**config.mk**
```make
export PLATFORM = sky130hd
export DESIGN_NAME = fp_align_sequencer_flat
export DESIGN_NICKNAME = d
export VERILOG_FILES = /design/src/rtl/fp_align_sequencer_if.sv /design/src/rtl/fp_align_sequencer.sv /design/src/flat_wrapper.sv
export SDC_FILE = /design/constraint.sdc
export NUM_CORES = 1
export LEC_CHECK = 0
export CORE_ASPECT_RATIO = 1.5
export CORE_MARGIN = 3
export CORE_UTILIZATION = 32
export CTS_BUF_LIST = sky130_fd_sc_hd__clkbuf_4 sky130_fd_sc_hd__clkbuf_8
export DETAILED_ROUTE_END_ITERATION = 10
export GPL_ROUTABILITY_DRIVEN = 0
export MAX_ROUTING_LAYER = met4
export PLACE_DENSITY = 0.51
export SKIP_CTS_REPAIR_TIMING = 1
export SLEW_MARGIN = 20
export SYNTH_ARGS = -nofsm -noshare
export SYNTH_HDL_FRONTEND = slang
export SYNTH_SLANG_ARGS = --single-unit
```
**constraint.sdc**
```tcl
create_clock -name clk -period 4.3 [get_ports clk]
set_input_delay 0.86 -clock clk [delete_from_list [all_inputs] [get_ports clk]]
set_output_delay 0.86 -clock clk [all_outputs]
set_load 0.05 [all_outputs]
```
**src/rtl/fp_align_sequencer_if.sv**
```systemverilog
// Operand/result bundle between the unpacked-operand source, the alignment sequencer and the adder stage.
interface fp_align_sequencer_if #(
  parameter int unsigned EXP_W = 8,
  parameter int unsigned MAN_W = 24
);
  logic             in_valid;
  logic             in_ready;
  logic [EXP_W-1:0] exponent_a;
  logic [EXP_W-1:0] exponent_b;
  logic [MAN_W-1:0] mantissa_a;
  logic [MAN_W-1:0] mantissa_b;
  logic             out_valid;
  logic             out_ready;
  logic [EXP_W-1:0] exp_out;
  logic [MAN_W-1:0] man_large;
  logic [MAN_W+1:0] man_small_aligned;
  logic             sticky;
  logic             swap;
  logic             busy;

  modport master (
    output in_valid, exponent_a, exponent_b, mantissa_a, mantissa_b, out_ready,
    input  in_ready, out_valid, exp_out, man_large, man_small_aligned, sticky, swap, busy
  );

  modport slave (
    input  in_valid, exponent_a, exponent_b, mantissa_a, mantissa_b, out_ready,
    output in_ready, out_valid, exp_out, man_large, man_small_aligned, sticky, swap, busy
  );
endinterface

```
**src/rtl/fp_align_sequencer.sv**
```systemverilog
// Exponent-alignment controller: picks the larger exponent, then shifts the smaller
// mantissa right one bit per cycle while accumulating guard/round/sticky.
//
// state   | meaning
// IDLE    | waiting for an operand pair, in_ready high
// COMPARE | pick larger exponent, load shift count or short-cut to DONE
// SHIFT   | one right shift of the small mantissa per cycle, count down to 1
// DONE    | result presented, held until out_ready
module fp_align_sequencer #(
  parameter int unsigned EXP_W     = 8,
  parameter int unsigned MAN_W     = 24,
  parameter int unsigned MAX_SHIFT = MAN_W + 2
) (
  input logic                 clk,
  input logic                 rst,
  fp_align_sequencer_if.slave bus
);

  typedef enum logic [1:0] {
    IDLE    = 2'd0,
    COMPARE = 2'd1,
    SHIFT   = 2'd2,
    DONE    = 2'd3
  } state_t;

  localparam logic [EXP_W-1:0] CNT_ONE = 1;

  state_t           state_q, state_d;
  logic [EXP_W-1:0] exp_a_q, exp_a_d, exp_b_q, exp_b_d;
  logic [MAN_W-1:0] man_a_q, man_a_d, man_b_q, man_b_d;
  logic [EXP_W-1:0] cnt_q, cnt_d;
  logic [EXP_W-1:0] exp_out_q, exp_out_d;
  logic [MAN_W-1:0] man_large_q, man_large_d;
  logic [MAN_W+1:0] small_q, small_d;
  logic             sticky_q, sticky_d;
  logic             swap_q, swap_d;

  logic             a_big;
  logic [EXP_W-1:0] exp_hi, exp_lo, diff;
  logic [MAN_W-1:0] man_hi, man_lo;

  // Ties go to A so equal exponents never report a swap.
  always_comb begin
    a_big  = (exp_a_q >= exp_b_q);
    exp_hi = a_big ? exp_a_q : exp_b_q;
    exp_lo = a_big ? exp_b_q : exp_a_q;
    man_hi = a_big ? man_a_q : man_b_q;
    man_lo = a_big ? man_b_q : man_a_q;
    diff   = exp_hi - exp_lo;
  end

  always_comb begin
    state_d     = state_q;
    exp_a_d     = exp_a_q;
    exp_b_d     = exp_b_q;
    man_a_d     = man_a_q;
    man_b_d     = man_b_q;
    cnt_d       = cnt_q;
    exp_out_d   = exp_out_q;
    man_large_d = man_large_q;
    small_d     = small_q;
    sticky_d    = sticky_q;
    swap_d      = swap_q;

    unique case (state_q)
      IDLE: begin
        if (bus.in_valid) begin
          exp_a_d = bus.exponent_a;
          exp_b_d = bus.exponent_b;
          man_a_d = bus.mantissa_a;
          man_b_d = bus.mantissa_b;
          state_d = COMPARE;
        end
      end
      COMPARE: begin
        swap_d      = ~a_big;
        exp_out_d   = exp_hi;
        man_large_d = man_hi;
        small_d     = {man_lo, 2'b00};
        sticky_d    = 1'b0;
        if (32'(diff) > MAX_SHIFT) begin
          // Everything would fall off the end: flush and keep only the sticky OR.
          small_d  = '0;
          sticky_d = |man_lo;
          state_d  = DONE;
        end else if (diff == '0) begin
          state_d = DONE;
        end else begin
          cnt_d   = diff;
          state_d = SHIFT;
        end
      end
      SHIFT: begin
        small_d  = small_q >> 1;
        sticky_d = sticky_q | small_q[0];
        cnt_d    = cnt_q - CNT_ONE;
        if (cnt_q == CNT_ONE) state_d = DONE;
      end
      DONE: begin
        if (bus.out_ready) state_d = IDLE;
      end
      default: state_d = IDLE;
    endcase
  end

  always_ff @(posedge clk) begin
    if (rst) begin
      state_q     <= IDLE;
      exp_a_q     <= '0;
      exp_b_q     <= '0;
      man_a_q     <= '0;
      man_b_q     <= '0;
      cnt_q       <= '0;
      exp_out_q   <= '0;
      man_large_q <= '0;
      small_q     <= '0;
      sticky_q    <= 1'b0;
      swap_q      <= 1'b0;
    end else begin
      state_q     <= state_d;
      exp_a_q     <= exp_a_d;
      exp_b_q     <= exp_b_d;
      man_a_q     <= man_a_d;
      man_b_q     <= man_b_d;
      cnt_q       <= cnt_d;
      exp_out_q   <= exp_out_d;
      man_large_q <= man_large_d;
      small_q     <= small_d;
      sticky_q    <= sticky_d;
      swap_q      <= swap_d;
    end
  end

  assign bus.in_ready          = (state_q == IDLE);
  assign bus.out_valid         = (state_q == DONE);
  assign bus.busy              = (state_q != IDLE);
  assign bus.exp_out           = exp_out_q;
  assign bus.man_large         = man_large_q;
  assign bus.man_small_aligned = small_q;
  assign bus.sticky            = sticky_q;
  assign bus.swap              = swap_q;

endmodule
```
**src/flat_wrapper.sv**
```systemverilog
// flat-port wrapper written by rule: the top's interface ports become plain ports
module fp_align_sequencer_flat 
#(
  parameter int unsigned EXP_W     = 8,
  parameter int unsigned MAN_W     = 24,
  parameter int unsigned MAX_SHIFT = MAN_W + 2
)
  (clk, rst, bus_in_valid, bus_exponent_a, bus_exponent_b, bus_mantissa_a, bus_mantissa_b, bus_out_ready, bus_in_ready, bus_out_valid, bus_exp_out, bus_man_large, bus_man_small_aligned, bus_sticky, bus_swap, bus_busy);
  fp_align_sequencer_if #(.EXP_W(EXP_W), .MAN_W(MAN_W)) bus_i ();
  input logic clk;
  input logic rst;
  input wire logic [$bits(bus_i.in_valid)-1:0] bus_in_valid;
  input wire logic [$bits(bus_i.exponent_a)-1:0] bus_exponent_a;
  input wire logic [$bits(bus_i.exponent_b)-1:0] bus_exponent_b;
  input wire logic [$bits(bus_i.mantissa_a)-1:0] bus_mantissa_a;
  input wire logic [$bits(bus_i.mantissa_b)-1:0] bus_mantissa_b;
  input wire logic [$bits(bus_i.out_ready)-1:0] bus_out_ready;
  output wire logic [$bits(bus_i.in_ready)-1:0] bus_in_ready;
  output wire logic [$bits(bus_i.out_valid)-1:0] bus_out_valid;
  output wire logic [$bits(bus_i.exp_out)-1:0] bus_exp_out;
  output wire logic [$bits(bus_i.man_large)-1:0] bus_man_large;
  output wire logic [$bits(bus_i.man_small_aligned)-1:0] bus_man_small_aligned;
  output wire logic [$bits(bus_i.sticky)-1:0] bus_sticky;
  output wire logic [$bits(bus_i.swap)-1:0] bus_swap;
  output wire logic [$bits(bus_i.busy)-1:0] bus_busy;
  assign bus_i.in_valid = bus_in_valid;
  assign bus_i.exponent_a = bus_exponent_a;
  assign bus_i.exponent_b = bus_exponent_b;
  assign bus_i.mantissa_a = bus_mantissa_a;
  assign bus_i.mantissa_b = bus_mantissa_b;
  assign bus_i.out_ready = bus_out_ready;
  assign bus_in_ready = bus_i.in_ready;
  assign bus_out_valid = bus_i.out_valid;
  assign bus_exp_out = bus_i.exp_out;
  assign bus_man_large = bus_i.man_large;
  assign bus_man_small_aligned = bus_i.man_small_aligned;
  assign bus_sticky = bus_i.sticky;
  assign bus_swap = bus_i.swap;
  assign bus_busy = bus_i.busy;
  fp_align_sequencer #(.EXP_W(EXP_W), .MAN_W(MAN_W), .MAX_SHIFT(MAX_SHIFT)) u_core (.clk(clk), .rst(rst), .bus(bus_i));
endmodule
```
# Word-level counts from Yosys, hierarchy flattened
# Index checks and enable logic that the tools add are counted.
# totals
reg_bits	134
inputBits	68
output_inout_bits	63
elab_cells	51
# op_classes
n_addsub	2
n_lt_le_gt_ge	2
eq_ne	9
mux	17
n_bitwise	2
reduce_logical	8
# ops
op	count
26-bit one-hot mux with 2 select lines	1
24-bit 2-to-1 mux	2
8-bit 2-to-1 mux	4
26-bit 2-to-1 mux	1
24-bit OR reduction	1
8-bit one-hot mux with 2 select lines	1
8-bit by 1-bit == test with 1-bit output (second input constant)	1
8-bit greater-or-equal comparator	1
8-bit by 5-bit greater-than comparator with 1-bit output (second input constant)	1
8-bit logical NOT	1
2-bit 2-to-1 mux	4
2-bit inequality test (second input constant)	4
2-bit one-hot mux with 4 select lines	1
8-bit by 1-bit subtractor with 8-bit output (second input constant)	1
8-bit subtractor	1
3-bit AND reduction	2
2-bit == test (second input constant)	2
2-bit nonzero test	2
2-bit by 1-bit == test with 1-bit output (second input constant)	1
2-bit logical NOT	1
1-bit 2-to-1 mux	2
2-bit by 1-bit inequality test with 1-bit output (second input constant)	1
1-bit one-hot mux with 2 select lines	1
2-bit AND reduction	1
2 further kinds	2

# Longest topological paths before layout
# Gate-level depths: netlist (run 1).
# depth
depth_word	7
mapped_depth	17
mapped_depth_nobuf	15

# Worst setup path after synthesis (run 1)
# No wires, ideal clock.
# synth_path
path_type	reg-to-reg
startpoint	reg u_core.exp_b_q[2]
endpoint	reg u_core.small_q[3], in the netlist u_core.bus.man_small_aligned[3]
setup_ns	0.074
arrival_ns	3.807
slack_ns	0.419
path_stages_with_launch	18
path_buffers	2
path_cell_list	dfxtp_1 inv_1 ha_1 buf_6 o21a_1 o2111a_2 a2111oi_4 a21oi_1 ha_1 inv_1 o211ai_2 a311o_2 a221oi_2 xor2_2 nand2_4 buf_6 o311a_1 nor3_2
# synth_via
elab_chain_len	6
word_cells_on_any_way	8
classes_between	add/sub (1); order compare (2); mux (5)
# synth_lines
element	line_no	text
start, declared	fp_align_sequencer.sv:29	logic [EXP_W-1:0] exp_a_q, exp_a_d, exp_b_q, exp_b_d;
start signal, assigned	fp_align_sequencer.sv:122	exp_b_q <= exp_b_d;
8-bit greater-or-equal comparator	fp_align_sequencer.sv:44	a_big = (exp_a_q >= exp_b_q);
8-bit 2-to-1 mux (on tied branches)	fp_align_sequencer.sv:45, fp_align_sequencer.sv:46	
8-bit subtractor	fp_align_sequencer.sv:49	diff = exp_hi - exp_lo;
8-bit by 5-bit greater-than comparator with 1-bit output	fp_align_sequencer.sv:81	if (32'(diff) > MAX_SHIFT) begin
26-bit 2-to-1 mux (*)	fp_align_sequencer.sv:81	
26-bit one-hot mux with 2 select lines (*)	fp_align_sequencer.sv:65	unique case (state_q)
end signal, assigned	fp_align_sequencer.sv:128	small_q <= small_d;
end, declared	fp_align_sequencer.sv:34	logic [MAN_W+1:0] small_q, small_d;
# Every way passes the cells marked *; elsewhere a longest branch is shown, timed or not.
# A chain may end at the register's enable or synchronous reset.

# Worst setup path in the final report (run 1)
# layout_path
startpoint	reg u_core.exp_a_q[0]
endpoint	reg u_core.cnt_q[0]
# layout_via
elab_chain_len	6
word_cells_on_any_way	12
classes_between	add/sub (1); order compare (2); eq/ne (2); mux (5); reduce/logical (2)
# layout_lines
element	line_no	text
start, declared	fp_align_sequencer.sv:29	
start signal, assigned	fp_align_sequencer.sv:121	exp_a_q <= exp_a_d;
8-bit greater-or-equal comparator	fp_align_sequencer.sv:44	
8-bit 2-to-1 mux (on tied branches)	fp_align_sequencer.sv:45, fp_align_sequencer.sv:46	
8-bit subtractor (*)	fp_align_sequencer.sv:49	
8-bit by 5-bit greater-than comparator with 1-bit output (tied with other cells)	fp_align_sequencer.sv:81	
2-bit inequality test (no line) / 8-bit 2-to-1 mux (equally long branches)	n/a	
3-bit AND reduction (no line) / 8-bit one-hot mux with 2 select lines (equally long branches)	n/a	
end signal, assigned	fp_align_sequencer.sv:125	cnt_q <= cnt_d;
end, declared	fp_align_sequencer.sv:31	logic [EXP_W-1:0] cnt_q, cnt_d;
# Every way passes the cells marked *; elsewhere a longest branch is shown, timed or not. The select of a mux whose other input is x is not followed.

==> results.md, run 1 <==
* FILL cells at 2212
* Synthesized area per cell at 8.01 um^2
* Post-Synthesis Cells at 851
* Number of inserted diodes at 0
* Synthesized Nets at 934
* HP Class: reg -> reg
* Clock Pin Slew Worst Setup and Hold Paths at 80 ps
* Largest net degree at the start of global routing at 119
* Post-Syn Area at 6820 um^2
* Vias per inst at 5.12
* Grt ovf at 0
* FF-to-FF path depth at 16
* Share of cells above drive strength 1 at 11.3%
* Post-synthesis sequential area ratio at 39.3%
* Die extent in x at 125 um
* # clock sinks at 134
* Top-area cell type share of the netlist area at 39.3%
* DR vias at 6338
* Core Util, Final at 42.3%
* Die ar. at 23100 um^2
* Antenna viol nets, final at 0
* Critical Path RT at 4620 ps
* Main synth FF type: dfxtp_1
* M3 GR Usage at 3.46%
* Initial antenna violation count at 0
* CP Launch Type: flip-flop
* Hold Path Sink: u_core.cnt_q[1]$_SDFFE_PP0P_
* RR Endpoint: u_core.cnt_q[0]$_SDFFE_PP0P_
* Cell taking the most area after synthesis: dfxtp_1
* Outcome: finished clean
* CP Class: reg -> reg
* # DRC at 0
* Setup_tns at 0 ps
* Met1 usage at 21.2%
* Met2 GRT Util at 34.6%
* Leakage at 3.13 nW
* EDFF count, synth at 0
* Critical Path AT at 4350 ps
* Layout Cells excl Fill at 1239
* Final setup vio count at 0
* # rows at 64
* Slew margin rel. at 52.2%
* Tot Pwr at 0.00778 W
* Post-synth ARST share at 0%
* CP Capture Type: flip-flop
* Starting DRT DRC Count at 333
* Top Ports at 131
* Port Buffer Count at 130
* Synth area leaders: dfxtp_1 (39%), nand2_1 (13%), a21oi_1 (5.9%)
* Hold_sp: u_core.cnt_q[1]$_SDFFE_PP0P_
* RSZ-0062 raised after global routing: yes
* Post-layout min period at 4030 ps
* Root Buffer: clkbuf_8
* Hold Path Cell Cnt at 2
* Peak VDD IR at 0.414 mV
* Clk Latency, worst-skew pair at 460 ps
* CTS tree: built
* Fmax at 248 MHz
* Initial Util at 33.0%
* Number of CTS-inserted buffers at 17
* Period Utilization, post-route at 93.7%
* Core area at 20700 um^2
* GRT Util Overall at 19.3%
* Clock Path Buffers at 2
* DR WL/cell at 17.5 um
* Top Usage Layer GRT: met2
* Yosys reg bits at 134
* R2R Path Start: u_core.exp_a_q[0]$_SDFFE_PP0P_
* Placed cells at 1207
* Final Max Slew Viols at 0
* Vias in the first global route at 6215
* Worst-path fanout max at 6
* DR pass1 iterations at 5
* Post-DP HPWL at 15500 um
* Synth warnings at 0
* Max H-tree Level at 4
* Global-route wire length before repair at 34200 um
* Slew @ Worst Pin at 717 ps
* Final hold vios at 0
* Clk_skew at 13.7 ps
* Yosys cell types at 62
* # Max-Cap Violations at 0
* Reg2Reg Setup Slack at 270 ps
* PD cells at 890 nW/um^2
* Area growth syn-to-layout at 28.2%
* Final WL at 21700 um
* Die Ht at 185 um
* Final nets at 1045
==> logic make-up (layout without fill, tap and decap cells) <==
logic type / after synthesis / in the layout / share of synthesized area [%]
AOI/OAI and AO/OA: 184 / 184 / 20.3
muxes: 33 / 33 / 4.86
adders and majority gates: 15 / 15 / 2.75
buffers and inverters: 97 / 221 / 7.14
xor gates and xnor gates: 7 / 7 / 1.01
DFF: 134 / 134 / 39.3
and+or+nand+nor: 381 / 381 / 24.6
==> synth_stat cells, types with 3 or more instances <==
| master | instances |
|---|---|
| ha_1 | 15 |
| nor3_2 | 18 |
| buf_4 | 3 |
| xor2_1 | 3 |
| inv_1 | 30 |
| nor2_1 | 69 |
| o32a_1 | 3 |
| buf_2 | 5 |
| a31oi_1 | 4 |
| o311a_1 | 18 |
| a21oi_1 | 80 |
| clkbuf_8 | 4 |
| clkbuf_1 | 45 |
| a211oi_1 | 5 |
| nor4_1 | 10 |
| buf_6 | 7 |
| nand2b_1 | 5 |
| mux2i_1 | 32 |
| o32ai_1 | 6 |
| nand3_1 | 9 |
| nor3_1 | 13 |
| xnor2_1 | 3 |
| dfxtp_1 | 134 |
| nand2_1 | 239 |
| o311a_2 | 5 |
| a311oi_1 | 32 |
| nor2b_1 | 5 |
| o21ai_0 | 6 |
==> critical path, stage by stage, from the launching register on <==
cell and delay, ps:
dfxtp_1 390, inv_1 110, ha_1 330, and2b_1 220, o21ai_2 130, a2111oi_4 430
a21oi_1 110, ha_1 210, inv_1 60, o211ai_2 90, a311o_2 430, xnor2_1 130
buf_4 150, o32a_1 350, a41oi_2 310, nand2b_1 320, o32ai_1 120
==> sequential cells by signal, indices dropped and copies added (netlist names) <==
signal / flops
u_core.bus.exp_out: 8
u_core.bus.man_large: 24
u_core.bus.man_small_aligned: 26
u_core.bus.sticky: 1
u_core.bus.swap: 1
u_core.cnt_q: 8
u_core.exp_a_q: 8
u_core.exp_b_q: 8
u_core.man_a_q: 24
u_core.man_b_q: 24
u_core.state_q: 2
==> metal layers <==
layer / wire (um) / up-vias / share of wire [%]
li1: - / 3180 / -
met1: 8510 / 2967 / 39
met2: 11800 / 157 / 54
met3: 689 / 34 / 3.2
met4: 710 / 0 / 3.3
met5: 0 / - / 0
==> stage by stage <==
stage,worst slack [ps],area [um^2],hold slack (ps)
after floorplan,419,6820,449
after global placement,310,8330,462
after detailed placement,230,8330,470
after CTS,216,8730,483
after global routing,-5.95,8740,499
final,272,8740,482
==> layout by cell type, fill, tap and decap left out, types with 4 or more instances in the layout <==
| master | Yosys | final |
|---|---|---|
| a211oi_1 | 5 | 5 |
| a21oi_1 | 80 | 80 |
| a311oi_1 | 32 | 32 |
| a31oi_1 | 4 | 4 |
| buf_4 | 3 | 28 |
| clkbuf_8 | 4 | 17 |
| clkdlybuf4s50_1 | 0 | 129 |
| clkinvlp_4 | 0 | 4 |
| dfxtp_1 | 134 | 134 |
| ha_1 | 15 | 12 |
| inv_1 | 30 | 30 |
| inv_6 | 0 | 6 |
| mux2i_1 | 32 | 31 |
| nand2_1 | 239 | 238 |
| nand2b_1 | 5 | 5 |
| nand3_1 | 9 | 9 |
| nor2_1 | 69 | 69 |
| nor2b_1 | 5 | 5 |
| nor3_1 | 13 | 13 |
| nor3_2 | 18 | 18 |
| nor4_1 | 10 | 10 |
| o21ai_0 | 6 | 6 |
| o311a_1 | 18 | 18 |
| o311a_2 | 5 | 5 |
| o32ai_1 | 6 | 6 |
==> worst max path at each step <==
stage / start / to / slack, ps
3_3_place_gp: u_core.exp_b_q[2]$_SDFFE_PP0P_ / u_core.bus.man_small_aligned[21]$_SDFFE_PP0P_ / 310
5_1_grt: u_core.exp_a_q[0]$_SDFFE_PP0P_ / u_core.cnt_q[5]$_SDFFE_PP0P_ / -6
2_1_floorplan: u_core.exp_b_q[2]$_SDFFE_PP0P_ / u_core.bus.man_small_aligned[3]$_SDFFE_PP0P_ / 420
4_1_cts: u_core.exp_b_q[2]$_SDFFE_PP0P_ / u_core.bus.man_small_aligned[20]$_SDFFE_PP0P_ / 220
3_5_place_dp: u_core.exp_b_q[2]$_SDFFE_PP0P_ / u_core.bus.man_small_aligned[20]$_SDFFE_PP0P_ / 230
6_report: u_core.exp_a_q[0]$_SDFFE_PP0P_ / u_core.cnt_q[0]$_SDFFE_PP0P_ / 270
==> final cells by class <==
cell class                 count  area, um^2  area share (%)
timing repair buffer         159        1540            17.6
tap                          264         330            3.78
clock inverter                15         168            1.92
multi-input combinational    620        3670            42.0
sequential                   134        2680            30.7
inverter                      30         113            1.29
clock buffer                  17         234            2.68
==> report_power, final <==
group | total [W] | switching [W] | internal [W] | leakage, nW
registers | 0.00194 | 0.000322 | 0.00162 | 1.10
logic | 0.00475 | 0.00302 | 0.00172 | 1.84
clock network | 0.00109 | 0.000564 | 0.000529 | 0.192
total | 0.00778 | 0.00391 | 0.00387 | 3.13
Power figures use the tool's default switching activity.
==> inputs of run 2 (changes only) <==
--- a/config.mk
+++ b/config.mk
@@ -7,12 +7,12 @@
 export LEC_CHECK = 0
 export CORE_ASPECT_RATIO = 1.5
 export CORE_MARGIN = 3
-export CORE_UTILIZATION = 32
+export CORE_UTILIZATION = 34
 export CTS_BUF_LIST = sky130_fd_sc_hd__clkbuf_4 sky130_fd_sc_hd__clkbuf_8
 export DETAILED_ROUTE_END_ITERATION = 10
 export GPL_ROUTABILITY_DRIVEN = 0
 export MAX_ROUTING_LAYER = met4
-export PLACE_DENSITY = 0.51
+export PLACE_DENSITY = 0.53
 export SKIP_CTS_REPAIR_TIMING = 1
 export SLEW_MARGIN = 20
 export SYNTH_ARGS = -nofsm -noshare
==> constraint.sdc (replaced) <==
create_clock -name clk -period 4.4 [get_ports clk]
set_input_delay 0.88 -clock clk [delete_from_list [all_inputs] [get_ports clk]]
set_output_delay 0.88 -clock clk [all_outputs]
set_load 0.05 [all_outputs]
==> run 2 against run 1 <==
  * Global-route usage is 0.71 points higher
  * Power decreased by 1.9%
  * Utilization increased by 2.6 points
  * Via count is 2.6% lower
  * Cell count is 1.5% lower
  * Critical endpoint is now u_core.bus.man_small_aligned[20]$_SDFFE_PP0P_
==> results.md, run 2 (synthesis gave the netlist of run 1 again) <==
* Root Buffer: clkbuf_8 (unchanged)
* Slew @ Worst Pin at 896 ps (was 717 ps)
* Commonest non-fill, non-tap cells in the layout: nand2_1 (238), dfxtp_1 (134), clkdlybuf4s50_1 (129) (unchanged)
* Antenna viol nets, final at 0 (unchanged)
* Initial Util at 35.2% (was 33.0%)
* DR pass1 iterations at 5 (unchanged)
* CTS tree: built (unchanged)
* Final WL at 21100 um (was 21700 um)
* Setup_tns at 0 ps (unchanged)
* GRT Util Overall at 20.0% (was 19.3%)
* Critical Path RT at 4780 ps (was 4620 ps)
* Area after DPL at 8230 um^2 (was 8330 um^2)
* DR vias at 6176 (was 6338)
* # DRC at 0 (unchanged)
* Area growth syn-to-layout at 27.7% (was 28.2%)
* Clock Pin Slew Worst Setup and Hold Paths at 80 ps (about the same)
* # rows at 62 (was 64)
* # clock sinks at 134 (unchanged)
* Number of inserted diodes at 0 (unchanged)
* Clock Path Buffers at 2 (unchanged)
* HP Class: reg -> reg (unchanged)
* Final nets at 1034 (was 1045)
* Clk_skew at 10.8 ps (was 13.7 ps)
* Fmax at 243 MHz (was 248 MHz)
* Period Utilization, post-route at 93.5% (was 93.7%)
* Die ar. at 21800 um^2 (was 23100 um^2)
* Global-route wire length before repair at 33200 um (was 34200 um)
* CP Capture Type: flip-flop (unchanged)
* Post-DP HPWL at 15000 um (was 15500 um)
* Vias in the first global route at 6104 (was 6215)
* Share of cells above drive strength 1 at 10.3% (was 11.3%)
* Most common cell after layout, fill and taps aside: nand2_1 (unchanged)
* PD cells at 876 nW/um^2 (was 890 nW/um^2)
* Port Buffer Count at 130 (unchanged)
* Outcome: finished clean (unchanged)
* Number of CTS-inserted buffers at 17 (unchanged)
* Final setup vio count at 0 (unchanged)
* Largest net degree at the start of global routing at 106 (was 119)
* Final hold vios at 0 (unchanged)
* Starting DRT DRC Count at 292 (was 333)
* Grt ovf at 0 (unchanged)
* CP Launch Type: flip-flop (unchanged)
* RSZ-0062 raised after global routing: no (was yes)
* Clk Latency, worst-skew pair at 460 ps (about the same)
* Top Ports at 131 (unchanged)
* Peak VDD IR at 0.400 mV (was 0.414 mV)
* Largest register FFs at 26 (unchanged)
* CP Class: reg -> reg (unchanged)
* Initial antenna violation count at 0 (unchanged)
* Critical Path AT at 4490 ps (was 4350 ps)
* Die Ht at 179 um (was 185 um)
* Max H-tree Level at 4 (unchanged)
* Worst-path fanout max at 25 (was 6)
* Vias per inst at 5.06 (was 5.12)
* Core area at 19400 um^2 (was 20700 um^2)
* Slew margin rel. at 40.0% (was 52.2%)
* Placed cells at 1187 (was 1207)
* Tot Pwr at 0.00763 W (was 0.00778 W)
* DR WL/cell at 17.3 um (was 17.5 um)
* Layout Cells excl Fill at 1220 (was 1239)
* Post-layout min period at 4120 ps (was 4030 ps)
* # Max-Cap Violations at 0 (unchanged)
* Final Cell Area at 8700 um^2 (was 8740 um^2)
* Leakage at 3.12 nW (was 3.13 nW)
* Final Max Slew Viols at 0 (unchanged)
* Die extent in x at 122 um (was 125 um)
==> run 2: routing by layer <==
| layer | track usage, % | routed length [um] |
|---|---|---|
| met1 | 21.9 | 8400 |
| met5 | - | 0 |
| met2 | 36.1 | 11600 |
| met3 | 3.99 | 633 |
| met4 | 5.97 | 427 |
==> run 2: critical path, stage by stage (launching register included) <==
cell	delay, ps
dfxtp_1	370
inv_1	70
ha_1	310
o21a_1	180
o2111a_2	320
a2111oi_4	360
a21oi_1	110
ha_1	220
inv_1	60
o211ai_2	90
a311o_2	450
a221oi_2	340
xor2_2	300
nand2_4	240
o311a_2	430
nor3_1	180
==> run 2: path summary, 6_finish.rpt <==
kind	startpoint	to	slack [ps]	cells past startpoint
setup / recovery	u_core.exp_b_q[2]$_SDFFE_PP0P_	u_core.bus.man_small_aligned[20]$_SDFFE_PP0P_	280	15
hold / removal	u_core.cnt_q[4]$_SDFFE_PP0P_	u_core.cnt_q[4]$_SDFFE_PP0P_	470	2
setup reg to reg	u_core.exp_b_q[2]$_SDFFE_PP0P_	u_core.bus.man_small_aligned[20]$_SDFFE_PP0P_	280	15
hold reg to reg	u_core.cnt_q[4]$_SDFFE_PP0P_	u_core.cnt_q[4]$_SDFFE_PP0P_	470	2
==> run 2: cell type report <==
cell class | count | area [um^2]
fillers | 2026 | 10700
multi-input cells | 620 | 3670
flip-flops and latches | 134 | 2680
repair buffers | 148 | 1460
well taps | 256 | 320
clock buffers | 18 | 241
clock inverters | 14 | 221
inverters | 30 | 113
==> run 2: power by group <==
part           switching, W  total [W]  leakage (nW)  internal (W)
Combinational       0.00290    0.00451          1.80       0.00161
Clock              0.000528    0.00121         0.224      0.000686
Sequential         0.000318    0.00190          1.10       0.00158
Total               0.00375    0.00763          3.12       0.00388
==> run 2: metrics by stage <==
step	util (%)	hold WS, ps	setup WS (ps)
CTS	44.8	476	194
finish	44.9	474	284
detailed placement	42.4	464	229
global placement	42.4	461	357
global route	44.9	494	28.7
floorplan	-	449	519
==> inputs of run 3 (changes only) <==
--- a/config.mk
+++ b/config.mk
@@ -13,8 +13,9 @@
 export GPL_ROUTABILITY_DRIVEN = 0
 export MAX_ROUTING_LAYER = met4
 export PLACE_DENSITY = 0.53
+export REMOVE_ABC_BUFFERS = 1
 export SKIP_CTS_REPAIR_TIMING = 1
-export SLEW_MARGIN = 20
+export SLEW_MARGIN = 30
 export SYNTH_ARGS = -nofsm -noshare
 export SYNTH_HDL_FRONTEND = slang
 export SYNTH_SLANG_ARGS = --single-unit
==> run 3 against run 2 <==
  * Worst setup slack worse by 51 ps
  * Sequential cell count stayed put
  * Non-clock buffer count rose by 4
  * Clock power decreased by 8%
  * Critical path type unchanged
  * Largest power group unchanged
==> results.md, run 3 (synthesis gave the netlist of run 1 again) <==
* Grt ovf at 0 (unchanged)
* Placed cells at 1192 (was 1187)
* # DRC at 0 (unchanged)
* Critical Path AT at 4530 ps (was 4490 ps)
* Hold Path Sink: u_core.man_a_q[23]$_SDFFE_PP0P_ (was u_core.cnt_q[4]$_SDFFE_PP0P_)
* Largest register FFs at 26 (unchanged)
* Top Ports at 131 (unchanged)
* Die ar. at 21800 um^2 (unchanged)
* Final nets at 1038 (was 1034)
* Port Buffer Count at 130 (unchanged)
* Vias in the first global route at 6316 (was 6104)
* Root Buffer: clkbuf_8 (unchanged)
* Worst-path fanout max at 25 (unchanged)
* # Max-Cap Violations at 0 (unchanged)
* Global-route wire length before repair at 33500 um (was 33200 um)
* Number of inserted diodes at 0 (unchanged)
* Core area at 19400 um^2 (unchanged)
* Final setup vio count at 0 (unchanged)
* Clock Pin Slew Worst Setup and Hold Paths at 80 ps (about the same)
* Critical Path RT at 4760 ps (was 4780 ps)
* Die Ht at 179 um (unchanged)
* CTS tree: built (unchanged)
* Post-layout min period at 4170 ps (was 4120 ps)
* CP Launch Type: flip-flop (unchanged)
* Max H-tree Level at 4 (unchanged)
* Post-DP HPWL at 14200 um (was 15000 um)
* Final hold vios at 0 (unchanged)
* Peak VDD IR at 0.449 mV (was 0.400 mV)
* Die extent in x at 122 um (unchanged)
* Fmax at 240 MHz (was 243 MHz)
* Number of CTS-inserted buffers at 17 (unchanged)
* Slew margin rel. at 46.6% (was 40.0%)
* Commonest non-fill, non-tap cells in the layout: nand2_1 (238), dfxtp_1 (134), clkdlybuf4s50_1 (129) (unchanged)
* RSZ-0062 raised after global routing: yes (was no)
* # clock sinks at 134 (unchanged)
* Largest net degree at the start of global routing at 76 (was 106)
* Final WL at 20800 um (was 21100 um)
* Share of cells above drive strength 1 at 10.4% (was 10.3%)
* Vias per inst at 5.12 (was 5.06)
* Initial Util at 35.2% (unchanged)
* Layout Cells excl Fill at 1223 (was 1220)
* Area growth syn-to-layout at 27.2% (was 27.7%)
* Leakage at 3.12 nW (about the same)
* Hold Path Cell Cnt at 2 (unchanged)
* Clk Latency, worst-skew pair at 440 ps (was 460 ps)
* CP Capture Type: flip-flop (unchanged)
* Reg2Reg Setup Slack at 230 ps (was 280 ps)
* Outcome: finished clean (unchanged)
* Hold Slack at 475 ps (was 474 ps)
* Antenna viol nets, final at 0 (unchanged)
* DR vias at 6265 (was 6176)
* R2R Path Start: u_core.exp_b_q[2]$_SDFFE_PP0P_ (unchanged)
* DR WL/cell at 17.0 um (was 17.3 um)
* Starting DRT DRC Count at 412 (was 292)
* HP Class: reg -> reg (unchanged)
* Final Max Slew Viols at 0 (unchanged)
* Core Util, Final at 44.7% (was 44.9%)
* FF-to-FF path depth at 16 (was 15)
* Initial antenna violation count at 0 (unchanged)
* Slew @ Worst Pin at 801 ps (was 896 ps)
* # rows at 62 (unchanged)
* Clk_skew at 11.2 ps (was 10.8 ps)
* DR pass1 iterations at 4 (was 5)
* Most common cell after layout, fill and taps aside: nand2_1 (unchanged)
* PD cells at 871 nW/um^2 (was 876 nW/um^2)
* Clock Path Buffers at 2 (unchanged)
* CP Class: reg -> reg (unchanged)
* GRT Util Overall at 19.9% (was 20.0%)
* RR Endpoint: u_core.bus.man_small_aligned[22]$_SDFFE_PP0P_ (was u_core.bus.man_small_aligned[20]$_SDFFE_PP0P_)
* Hold_sp: u_core.man_a_q[23]$_SDFFE_PP0P_ (was u_core.cnt_q[4]$_SDFFE_PP0P_)
* Period Utilization, post-route at 94.7% (was 93.5%)
run 3: changes by cell type in the layout (fill, tap and decap cells not counted), sizes merged:
cell,before,now
clkinv,3,4
buf,19,23
inv,33,31
bufinv,5,3
clkbuf,18,20
run 3: power breakdown:
group | switching [W] | internal (W)
Sequential | 0.000313 | 0.00158
Clock | 0.000510 | 0.000595
Combinational | 0.00295 | 0.00161
run 3: worst max-delay path, stage by stage, from the launching register on:
cell	delay, ps
dfxtp_1	370
inv_1	70
ha_1	300
o21a_1	190
o2111a_2	320
a2111oi_4	420
a21oi_1	100
ha_1	210
inv_1	70
o211ai_2	90
a311o_2	440
a221oi_2	340
xor2_2	210
buf_4	160
nand2_4	180
o311a_2	430
nor3_1	180
run 3: metrics by stage:
stage | setup WS, ps | setup TNS (ps) | total power (W) | instance area [um^2]
detailed placement | 259 | 0 | 0.00651 | 8250
CTS | 208 | 0 | 0.00764 | 8670
floorplan | 14.1 | 0 | 0.00501 | 6440
finish | 233 | 0 | 0.00756 | 8670
global placement | 342 | 0 | 0.00649 | 8250
global route | -42.5 | -116 | 0.00810 | 8670
run 3: layout make-up:
cell class / count / area (um^2)
Clock buffer: 20 / 269
Clock inverter: 11 / 149
Fill cell: 2046 / 10700
Inverter: 30 / 113
Multi-Input combinational cell: 620 / 3660
Sequential cell: 134 / 2680
Tap cell: 256 / 320
Timing Repair Buffer: 152 / 1480
run 3: worst max-delay path by stage:
stage / start / endpoint / slack, ps
2_1_floorplan: u_core.exp_b_q[2]$_SDFFE_PP0P_ / u_core.cnt_q[7]$_SDFFE_PP0P_ / 10
3_3_place_gp: u_core.exp_b_q[2]$_SDFFE_PP0P_ / u_core.bus.man_small_aligned[24]$_SDFFE_PP0P_ / 340
3_5_place_dp: u_core.exp_b_q[2]$_SDFFE_PP0P_ / u_core.bus.man_small_aligned[20]$_SDFFE_PP0P_ / 260
4_1_cts: u_core.exp_b_q[2]$_SDFFE_PP0P_ / u_core.bus.man_small_aligned[22]$_SDFFE_PP0P_ / 210
5_1_grt: u_core.exp_b_q[2]$_SDFFE_PP0P_ / u_core.bus.man_small_aligned[22]$_SDFFE_PP0P_ / -40
6_report: u_core.exp_b_q[2]$_SDFFE_PP0P_ / u_core.bus.man_small_aligned[22]$_SDFFE_PP0P_ / 230
run 3: layer usage:
metal,vias to the layer above,part of all wire (%),track usage [%]
li1,3166,-,-
met1,2945,42,22.9
met2,122,52,34.1
met3,32,3.5,4.18
met4,0,2.4,6.59
met5,-,0,-
